===== config.mk =====
export PLATFORM = sky130hd
export DESIGN_NAME = mt_fetch_sched
export DESIGN_NICKNAME = d
export VERILOG_FILES = /design/src/rtl/mt_fetch_sched.sv
export SDC_FILE = /design/constraint.sdc
export NUM_CORES = 1
export LEC_CHECK = 0
export CORE_UTILIZATION = 50
export CTS_CLUSTER_SIZE = 8
export DETAILED_ROUTE_END_ITERATION = 6
export GPL_ROUTABILITY_DRIVEN = 0
export PLACE_DENSITY = 0.68
export SKIP_LAST_GASP = 1
export SYNTH_ARGS = -nofsm -noshare
export SYNTH_HDL_FRONTEND = slang
export SYNTH_SLANG_ARGS = --single-unit

===== constraint.sdc =====
create_clock -name clk -period 11.4 [get_ports clk]
set_input_delay 2.28 -clock clk [delete_from_list [all_inputs] [get_ports clk]]
set_output_delay 2.28 -clock clk [all_outputs]
set_load 0.02 [all_outputs]

===== src/rtl/mt_fetch_sched.sv =====
// mt_fetch_sched: per-thread PC file and round-robin fetch scheduler.
// Defining MT_FETCH_HALT_EN adds per-thread halt/resume control.
module mt_fetch_sched #(
   parameter int NUM_THREADS = 8,
   parameter int BITS_THREADS = $clog2(NUM_THREADS),
   parameter int ADDRESS_WIDTH = 32,
   parameter int INST_BYTES = 4,
   parameter longint unsigned RESET_BASE = 0,
   parameter longint unsigned RESET_STRIDE = 'h100
) (
   input  logic                     clk,
   input  logic                     rst,
   input  logic [NUM_THREADS-1:0]   thread_en,
   input  logic                     stall,
   input  logic                     redirect_valid,
   input  logic [BITS_THREADS-1:0]  redirect_tid,
   input  logic [ADDRESS_WIDTH-1:0] redirect_pc,
`ifdef MT_FETCH_HALT_EN
   input  logic                     halt_valid,
   input  logic [BITS_THREADS-1:0]  halt_tid,
   input  logic                     resume_valid,
   input  logic [BITS_THREADS-1:0]  resume_tid,
   output logic [NUM_THREADS-1:0]   halted,
`endif
   output logic                     fetch_valid,
   output logic [BITS_THREADS-1:0]  fetch_tid,
   output logic [ADDRESS_WIDTH-1:0] fetch_pc
);
   logic [ADDRESS_WIDTH-1:0] t_pc_q [NUM_THREADS];
   logic [BITS_THREADS-1:0]  last_tid_q;
   logic [BITS_THREADS-1:0]  sel;
   logic [BITS_THREADS-1:0]  cand;
   logic [NUM_THREADS-1:0]   elig;
   logic                     any;
`ifdef MT_FETCH_HALT_EN
   logic [NUM_THREADS-1:0] halted_q;
   assign halted = halted_q;
   assign elig = thread_en & ~halted_q;
   // Halt is written after resume so it wins on a same-tid collision.
   always_ff @(posedge clk) begin
      if (rst) begin
         halted_q <= '0;
      end else begin
         if (resume_valid && int'(resume_tid) < NUM_THREADS) halted_q[resume_tid] <= 1'b0;
         if (halt_valid && int'(halt_tid) < NUM_THREADS) halted_q[halt_tid] <= 1'b1;
      end
   end
`else
   assign elig = thread_en;
`endif
   // Scan farthest-first so the nearest eligible thread after last_tid wins.
   always_comb begin
      sel = last_tid_q;
      cand = '0;
      any = 1'b0;
      for (int k = NUM_THREADS; k >= 1; k--) begin
         cand = BITS_THREADS'((int'(last_tid_q) + k) % NUM_THREADS);
         if (elig[cand]) begin
            sel = cand;
            any = 1'b1;
         end
      end
   end
   always_ff @(posedge clk) begin
      if (rst) begin
         for (int i = 0; i < NUM_THREADS; i++)
            t_pc_q[i] <= ADDRESS_WIDTH'(RESET_BASE + RESET_STRIDE * 64'(i));
         last_tid_q <= BITS_THREADS'(NUM_THREADS - 1);
         fetch_valid <= 1'b0;
         fetch_tid <= '0;
         fetch_pc <= '0;
      end else begin
         if (!stall) begin
            fetch_valid <= any;
            if (any) begin
               fetch_tid <= sel;
               fetch_pc <= t_pc_q[sel];
               t_pc_q[sel] <= t_pc_q[sel] + ADDRESS_WIDTH'(INST_BYTES);
               last_tid_q <= sel;
            end
         end
         // Later write: redirect overrides the increment of the same thread.
         if (redirect_valid && int'(redirect_tid) < NUM_THREADS) t_pc_q[redirect_tid] <= redirect_pc;
      end
   end
endmodule


==> metrics.txt <==
status completed; TritonRoute pass-1 iters 7; ratio of cells with drive above 1 in the final layout a little under an eighth; crit path kind flip-flop to flip-flop; Max Cap Viol 0; Gates resized, CTS repair 0; Initial Util roughly half; final period utilization between 70% and 80%; Max Slew Vio Count 0; final hold slack ~0.45 ns; multiplexer share of the synthesized area 11.32%; Hold Vio Cnt, Final 0; DR vias/cell approximately 6.7; Yosys warning count 0; Clk Latency, worst-skew pair around 0.53 ns; DR iter-0 viols 1682; CP Capture Type flip-flop; area grow syn2layout 14.36%; NumNets Final approximately 1500; RSZ-0062 raised after global routing no; fill count 2614; CORE AREA between 30000 and 40000 sq um; Final HPWL DP between 20 and 30 mm; largest net degree at the start of global routing 69; post-synth cell types 67; largest area contributor in the netlist edfxtp_1; post-synth top area share roughly 48%; minimum clock period after layout around 8.2 ns; Routed WL about 51 mm; Worst-Margin Slew around 1.3 ns; overall die width roughly 180 microns; Hold WC Path Type flip-flop to flip-flop; full die area roughly 33000 sq um; CP startpoint kind flip-flop; post-synthesis sequential area ratio a little over half; EDFF count, synth between 200 and 300; largest cells by area after synthesis edfxtp_1 48%, nand2_1 6.4%, mux2i_1 5.6%; fin util between 50 and 60%; XOR/XNOR Fraction of Synth Area 2.306%; crit path max fanout between 40 and 50; worst slack at placement about 2.9 ns; f_max between 100 and 150 MHz; CTS tree yes; CTS Buffer Depth 3; Reg clk slew, reported paths ~0.05 ns; synthesized area 15950 sq um; Hold Buf Count CTS 0; Post-Synth Simple-Gate Area 13.10%; post-synth net total approximately 1500; GRT Total Usage a little under a third; setup violators final 0; most common cell in the netlist nand2_1; Post-Synthesis Cells roughly 1500; largest family of logic cells by synthesized area compound AO/OA/AOI/OAI gates; first-pass GRT wire length around 76 mm; Die Ht 180.6 microns; Final WS setup 3.228 ns; # DRC 0; root buffer cell clkbuf_16; # clock sinks just under 300; antenna violations before repair 0; GR Overflow Total 0; I/O pin count 83; WL per Instance roughly 27 microns; Data arrival, critical path ~8.4 ns; Worst slew margin 12.70%; clock skew between 0.015 and 0.02 ns; FFs w/ async S/R, synth 0%; vias approximately 13000; Avg Cell Area, Syn approximately 11 sq um; row count 65; I/O Buffers just over 80; H-tree Lvls 2; remaining antenna violation count after routing 0; TNS Setup 0 ns; synth cell count leaders 274 x nand2_1, 256 x edfxtp_1, 159 x o21ai_0; WP data required about 12 ns; post-synthesis adder-cell area fraction less than 1%; Antenna diodes 0; vias in the first global route ~12000; Post-CTS Setup Repair Bufs 0; synthesis-stage register bit count around 300; post-synthesis compound-gate area fraction 15.79%; total CTS buffers 42; main flop type after synthesis edfxtp_1
[path summary, 6_finish.rpt]
path	start	end	slack (ns)	cells after the start
max	last_tid_q[0]	t_pc_q[4][31]	3.23	15
min	fetch_tid[1]	fetch_tid[1]	0.45	2
max reg2reg	last_tid_q[0]	t_pc_q[4][31]	3.23	15
min reg2reg	fetch_tid[1]	fetch_tid[1]	0.45	2
[critical path: stages, from the launching register on]
cell,delay (ns)
dfxtp_1,0.97
clkinv_1,0.58
ha_1,0.75
mux4_2,0.62
a22o_1,0.24
a211oi_1,0.21
o21ai_0,0.20
nand2_4,0.64
buf_4,0.63
mux4_2,0.33
mux2i_1,0.21
a211oi_2,1.10
or4b_1,0.52
nor4_2,0.27
xor2_2,0.36
o21ai_0,0.16
[kinds of logic after synthesis]
logic type               count (synthesis)
AND/OR/NAND/NOR                        464
AO/OA/AOI/OAI                          376
XOR/XNOR                                33
buffers and inverters                  153
multiplexers                           135
flip-flops                             295
adder cells (fa/ha/maj)                  3
[sequential cells by signal, indices dropped and copies added (netlist names)]
| name | flops |
|---|---|
| t_pc_q | 256 |
| fetch_tid | 3 |
| fetch_pc | 32 |
| fetch_valid | 1 |
| last_tid_q | 3 |
[through the flow]
stage,cells,area [sq um]
final,1909,18250
after global routing,1909,18250
after CTS,1909,18250
after detailed placement,1834,17010
after global placement,1834,17010
after floorplan,1459,15950
[layout by cell type (no fill, tap or decap), types with 4 or more instances in the layout]
cell type / count
nand2_1: 272
edfxtp_1: 256
o21ai_0: 159
a22o_1: 95
mux2i_1: 89
clkdlybuf4s50_1: 81
nor2_1: 67
clkbuf_16: 45
dfxtp_1: 39
mux4_2: 35
a211oi_1: 34
buf_4: 34
a21oi_1: 31
clkbuf_1: 30
nand3_1: 20
and3_1: 18
nor3_1: 15
xnor2_1: 15
a31oi_1: 11
mux2_2: 10
xor2_1: 9
inv_1: 9
a311oi_1: 9
or3_1: 9
nand4b_1: 9
nor3_2: 8
a211o_1: 6
nand2b_1: 6
and2_1: 6
nand4_1: 5
o31ai_1: 4
nor4_2: 4
xor2_2: 4
a211o_2: 4
[final cells by class]
type	instances	area, sq um	area share [%]
clock buffers	75	1239	6.789
inverters	10	37.54	0.2057
multi-input cells	1011	6927	37.96
flip-flops and latches	295	8468	46.41
well taps	402	503.0	2.757
repair buffers	116	1071	5.870
[layer usage]
metal,part of all wire (%),up-vias,track usage (%)
met1,39,6224,42.03
met3,12,162,5.618
met4,3.8,0,12.55
met5,0,-,0
met2,46,900,49.67
li1,-,5486,-
Power is left out: the tool's default activity adds up to more than one toggle a clock period on the data nets, which glitch-free logic cannot reach.
